## src/rtl/cc_lives_manager.sv

```systemverilog
// Lives counter with a post-hit invulnerability window and a game-over state.
// Optional feature: define CC_LIVES_MANAGER_BONUS_EN to let bonus pulses add
// lives (saturating at LIVES_MAX). Without it, bonus_InHigh is ignored.
// Supported parameters: 1 <= LIVES_INIT <= LIVES_MAX <= 2^LIVES_DATAWIDTH-1,
// 1 <= INVULN_CYCLES <= 2^INVULN_DATAWIDTH-1.
module cc_lives_manager #(
    parameter int unsigned LIVES_DATAWIDTH     = 3,
    parameter int unsigned LIVES_INIT          = 3,
    parameter int unsigned LIVES_MAX           = 7,
    parameter int unsigned LIVES_LOW_THRESHOLD = 1,
    parameter int unsigned INVULN_DATAWIDTH    = 4,
    parameter int unsigned INVULN_CYCLES       = 4
) (
    input  logic                       CC_LIVES_MANAGER_CLOCK_50,
    input  logic                       CC_LIVES_MANAGER_RESET_InHigh,
    input  logic                       CC_LIVES_MANAGER_hit_InHigh,
    input  logic                       CC_LIVES_MANAGER_bonus_InHigh,
    input  logic                       CC_LIVES_MANAGER_restart_InHigh,
    output logic [LIVES_DATAWIDTH-1:0] CC_LIVES_MANAGER_lives_Out,
    output logic                       CC_LIVES_MANAGER_low_OutHigh,
    output logic                       CC_LIVES_MANAGER_invuln_OutHigh,
    output logic                       CC_LIVES_MANAGER_gameover_OutHigh,
    output logic                       CC_LIVES_MANAGER_lifelost_OutHigh
);

    localparam logic [LIVES_DATAWIDTH-1:0]  LIVES_INIT_W = LIVES_DATAWIDTH'(LIVES_INIT);
    localparam logic [LIVES_DATAWIDTH-1:0]  LIVES_MAX_W  = LIVES_DATAWIDTH'(LIVES_MAX);
    localparam logic [LIVES_DATAWIDTH-1:0]  LIVES_ONE    = LIVES_DATAWIDTH'(1);
    localparam logic [LIVES_DATAWIDTH-1:0]  LIVES_ZERO   = '0;
    // One extra bit so a threshold of 2^LIVES_DATAWIDTH still compares correctly.
    localparam logic [LIVES_DATAWIDTH:0]    LOW_TH_W     = (LIVES_DATAWIDTH + 1)'(LIVES_LOW_THRESHOLD);
    localparam logic [INVULN_DATAWIDTH-1:0] TIMER_LOAD   = INVULN_DATAWIDTH'(INVULN_CYCLES - 1);
    localparam logic [INVULN_DATAWIDTH-1:0] TIMER_ONE    = INVULN_DATAWIDTH'(1);
    localparam logic [INVULN_DATAWIDTH-1:0] TIMER_ZERO   = '0;

    typedef enum logic [1:0] {
        PLAY     = 2'd0,
        INVULN   = 2'd1,
        GAMEOVER = 2'd2
    } stateT;

    stateT                       stateReg;
    stateT                       stateNext;
    logic [LIVES_DATAWIDTH-1:0]  livesNext;
    logic [INVULN_DATAWIDTH-1:0] timerReg;
    logic [INVULN_DATAWIDTH-1:0] timerNext;
    logic                        lifelostNext;
    logic                        bonusAccept;

`ifdef CC_LIVES_MANAGER_BONUS_EN
    // A bonus only counts while below the ceiling, so the count never wraps.
    assign bonusAccept = CC_LIVES_MANAGER_bonus_InHigh &&
                         (CC_LIVES_MANAGER_lives_Out != LIVES_MAX_W);
`else
    // Bonus handling compiled out; the port stays for a stable interface.
    logic unusedBonus;
    assign unusedBonus = CC_LIVES_MANAGER_bonus_InHigh;
    assign bonusAccept = 1'b0;
`endif

    // Low-lives flag decoded straight from the registered count.
    assign CC_LIVES_MANAGER_low_OutHigh = ({1'b0, CC_LIVES_MANAGER_lives_Out} < LOW_TH_W);

    // Next-state, next-count, timer and life-lost pulse.
    always_comb begin
        stateNext    = stateReg;
        livesNext    = CC_LIVES_MANAGER_lives_Out;
        timerNext    = timerReg;
        lifelostNext = 1'b0;

        if (CC_LIVES_MANAGER_restart_InHigh) begin
            stateNext = PLAY;
            livesNext = LIVES_INIT_W;
            timerNext = TIMER_ZERO;
        end else begin
            case (stateReg)
                PLAY: begin
                    if (CC_LIVES_MANAGER_hit_InHigh) begin
                        // A hit wins over a same-cycle bonus.
                        if (CC_LIVES_MANAGER_lives_Out > LIVES_ONE) begin
                            livesNext    = CC_LIVES_MANAGER_lives_Out - LIVES_ONE;
                            timerNext    = TIMER_LOAD;
                            stateNext    = INVULN;
                            lifelostNext = 1'b1;
                        end else if (CC_LIVES_MANAGER_lives_Out == LIVES_ONE) begin
                            livesNext    = LIVES_ZERO;
                            stateNext    = GAMEOVER;
                            lifelostNext = 1'b1;
                        end else begin
                            // Zero lives in PLAY is unreachable; fall into game over safely.
                            stateNext = GAMEOVER;
                        end
                    end else if (bonusAccept) begin
                        livesNext = CC_LIVES_MANAGER_lives_Out + LIVES_ONE;
                    end
                end
                INVULN: begin
                    // Hits are ignored for the whole window.
                    if (timerReg == TIMER_ZERO) begin
                        stateNext = PLAY;
                    end else begin
                        timerNext = timerReg - TIMER_ONE;
                    end
                    if (bonusAccept) begin
                        livesNext = CC_LIVES_MANAGER_lives_Out + LIVES_ONE;
                    end
                end
                GAMEOVER: begin
                    livesNext = LIVES_ZERO;
                end
                default: begin
                    stateNext = PLAY;
                    livesNext = LIVES_INIT_W;
                    timerNext = TIMER_ZERO;
                end
            endcase
        end
    end

    // State and output registers; reset outranks every other input.
    always_ff @(posedge CC_LIVES_MANAGER_CLOCK_50) begin
        if (CC_LIVES_MANAGER_RESET_InHigh) begin
            stateReg                          <= PLAY;
            timerReg                          <= TIMER_ZERO;
            CC_LIVES_MANAGER_lives_Out        <= LIVES_INIT_W;
            CC_LIVES_MANAGER_invuln_OutHigh   <= 1'b0;
            CC_LIVES_MANAGER_gameover_OutHigh <= 1'b0;
            CC_LIVES_MANAGER_lifelost_OutHigh <= 1'b0;
        end else begin
            stateReg                          <= stateNext;
            timerReg                          <= timerNext;
            CC_LIVES_MANAGER_lives_Out        <= livesNext;
            CC_LIVES_MANAGER_invuln_OutHigh   <= (stateNext == INVULN);
            CC_LIVES_MANAGER_gameover_OutHigh <= (stateNext == GAMEOVER);
            CC_LIVES_MANAGER_lifelost_OutHigh <= lifelostNext;
        end
    end

endmodule

```

## config.mk

```make
export PLATFORM = sky130hd
export DESIGN_NAME = cc_lives_manager
export DESIGN_NICKNAME = d
export VERILOG_FILES = /design/src/rtl/cc_lives_manager.sv
export SDC_FILE = /design/constraint.sdc
export NUM_CORES = 1
export LEC_CHECK = 0
export CORE_MARGIN = 10
export CORE_UTILIZATION = 45
export DETAILED_ROUTE_END_ITERATION = 7
export DONT_BUFFER_PORTS = 1
export GPL_TIMING_DRIVEN = 0
export PLACE_DENSITY = 0.72
export SYNTH_ARGS = -nofsm -noshare
export SYNTH_HDL_FRONTEND = slang
export SYNTH_SLANG_ARGS = --single-unit
```

## constraint.sdc

```tcl
create_clock -name CC_LIVES_MANAGER_CLOCK_50 -period 1.7 [get_ports CC_LIVES_MANAGER_CLOCK_50]
set_input_delay 0.255 -clock CC_LIVES_MANAGER_CLOCK_50 [delete_from_list [all_inputs] [get_ports CC_LIVES_MANAGER_CLOCK_50]]
set_output_delay 0.255 -clock CC_LIVES_MANAGER_CLOCK_50 [all_outputs]
set_load 0.005 [all_outputs]
```

==> results of run 1 <==
==> worst paths after layout <==
kind	depth (start not counted)	slack, ps	to	from
hold reg to reg	2	480	timerReg[1]	timerReg[1]
setup / recovery	6	150	CC_LIVES_MANAGER_lives_Out[1]	CC_LIVES_MANAGER_lives_Out[1]
hold / removal	2	110	CC_LIVES_MANAGER_lives_Out[1]	CC_LIVES_MANAGER_RESET_InHigh
setup reg to reg	6	150	CC_LIVES_MANAGER_lives_Out[1]	CC_LIVES_MANAGER_lives_Out[1]
==> registers in the layout (all words and copies together), names as in the netlist <==
signal	cells
CC_LIVES_MANAGER_gameover_OutHigh	1
CC_LIVES_MANAGER_invuln_OutHigh	1
stateReg	2
CC_LIVES_MANAGER_lifelost_OutHigh	1
CC_LIVES_MANAGER_lives_Out	3
timerReg	4
==> stage by stage <==
step | worst slack (ps) | total power, W
2_1_floorplan | 250.3 | 0.0003518
3_3_place_gp | 116.1 | 0.0003634
3_5_place_dp | 80.23 | 0.0003650
4_1_cts | 59.67 | 0.0005974
5_1_grt | 67.10 | 0.0006184
6_report | 154.4 | 0.0005977
==> power groups by stage <==
| stage | clock network (W) | registers [W] | logic (W) |
|---|---|---|---|
| CTS | 0.000239 | 0.000298 | 0.0000608 |
| detailed placement | 0 | 0.000305 | 0.0000604 |
| floorplan | 0 | 0.000302 | 0.0000495 |
| finish | 0.000238 | 0.000298 | 0.0000618 |
| global placement | 0 | 0.000305 | 0.0000588 |
| global route | 0.000248 | 0.000300 | 0.0000702 |
==> layer usage <==
metal / share of wire, % / GRT usage [%] / routed length [um]
met5: 0 / 0 / 0
met4: 1.3 / 4.027 / 18
met3: 8.6 / 3.648 / 119
met2: 42 / 12.59 / 581
met1: 48 / 10.16 / 668
==> kinds of logic (layout without fill, tap and decap cells) <==
group                    Yosys count  in the layout  share of synthesized area, %
AO/OA/AOI/OAI                     26             26                         24.05
adder cells (fa/ha/maj)            4              4                         7.576
buffers and inverters              8             12                         5.112
flip-flops                        12             12                         36.36
AND/OR/NAND/NOR                   31             31                         26.89
==> synth_stat cells (all sizes together) <==
library cell	count	area share, %
o21a	3	3.4
o21ba	1	1.5
inv	4	2.3
and4b	1	1.7
nand3	3	2.3
a211oi	1	1.1
nor2b	2	1.9
nand3b	1	1.1
clkbuf	1	0.57
ha	4	7.6
dfxtp	12	36
or2	1	0.95
nor3	6	4.5
nor4	3	3.8
o31ai	2	2.3
a21oi	9	6.8
nand2b	3	2.8
or3	1	0.95
o31a	1	1.5
a31oi	1	0.95
o21ai	7	5.3
o21bai	1	1.1
nor2	8	4.5
nor3b	2	2.3
buf	3	2.3
==> cell type report <==
| class | count | area share, % |
|---|---|---|
| Multi-Input combinational cell | 61 | 54.15 |
| Tap cell | 15 | 2.595 |
| Inverter | 4 | 2.076 |
| Buffer | 4 | 2.595 |
| Clock buffer | 4 | 5.017 |
| Sequential cell | 12 | 33.56 |
==> repair_timing <==
action,4_1_cts,5_1_grt
setup endpoints to repair,0,3
setup buffers,0,0
gates resized for setup,0,3
==> impl_metrics.ini, run 1 <==
[outcome]
status = complete, no violations

[detailed_routing]
vias_per_cell = 5.780
via_count = 578
wl_per_cell_um = 13.87
ant_nets = 0
routed_wl_um = 1387
drc_errors = 0
drt-pass1-iter-count = 4
drtIter0Drc = 17

[placed_design]
hpwl_um = 1029
place.gp.congestion = 0.8401
portBuffers = 0
placed_cell_area_sq_um = 679.4
place_inst = 96

[logic_synthesis]
synth-seq-cells = 12
synth.distinct_cells = 27
synth_area_per_cell_sq_um = 8.156
ys_seq_area_share_pct = 36.36
postSynthCellCount = 81
netlist_area_sq_um = 660.6
syn-num-nets = 90
ys_warn_count = 0

[finish]
final_cells = 100
area_growth_pct = 9.470
fillers = 132
fin_area_sq_um = 723.2
nets = 95
final_common_cell = dfxtp_1
multiInputGateArea_sq_um = 391.6
layout_common_cells = 10 x dfxtp_1, 9 x a21oi_1, 8 x nor2_1, 6 x nor3_1, 6 x o21ai_0
diodes = 0
regArea_sq_um = 242.7
drive_gt1_share_pct = 17.65
fin_util_pct = 53.57

[setup_path]
max_stage_delay_ps = 410
worstPathArrival_ps = 1740
worstSetupStartpointType = flop
worst-setup-path-type = flop to flop
path_max_fanout = 6
cp-end-kind = flop
crit_family = compound AO/OA/AOI/OAI gates
crit_chain = inv_1 -> ha_1 -> o21ba_2 -> nor2_1 -> o21a_1 -> o31ai_1
critPathRequiredTime_ps = 1900
cpMaxStageDelayCell = dfxtp_2
cp.buffers_inverters = 1

[timing]
relSlewSlack_pct = 71.98
period_share_pct = 90.92
finalHoldViolations = 0
setup_viol = 0
max_freq_ghz = 0.6470
tightest_slew_ps = 420.3
slew_violations = 0
skew_ps = 5.014
fin_tns_setup_ps = 0
period_minus_slack_ps = 1546
rsz0062_at_grt = false
timing.hold.ws_ps = 106.6

[power_and_ir_drop]
p_seq_share_pct = 49.9
peakVddDrop_v = 0.0003848
p_int_w = 0.0004454
power_density_mw_per_mm2 = 826.5
p_comb_share_pct = 10.3
power.switching_w = 0.0001523
pwr-share-clk_pct = 39.7
switching_share_pct = 25.49
leakagePower_nw = 0.2842

[grt]
grt_max_degree = 11
track_usage_pct = 8.467
grt_pass1_vias = 517
grt.overflow.total = 0
antenna_found_initial = 0
grt_first_pass_wirelength_um = 2304

[clock_tree]
cts_root_buffer = clkbuf_4
clockBufferDepth = 2
ctsHoldBuffers = 0
clock_latency_ps = 280
cts_tree = built
path_clk_slew_ps = 80
htreeDepth = 1
clock_sinks = 12
cts_buffers = 3

[floorplanning]
num_io_pins = 12
start_util_pct = 48.93
rows = 13
core_sq_mm = 0.001350
die_w_um = 58.32
dieArea_sq_mm = 0.003401
die_y_um = 58.32

[min_path]
min_path_type = primary input to flop

[run]
cap_violations = 0
(Power assumes the default switching activity.)
==> inputs of run 2 (changes only) <==
SLEW_MARGIN = 5   (was not set)
==> results of run 2 <==
Same layout as run 1: the final DEF is identical, and so are final timing and power.
==> inputs of run 3 (changes only) <==
CTS_CLUSTER_SIZE = 16   (was not set)
==> results of run 3 <==
Same layout as run 1: the final DEF is identical, and so are final timing and power.
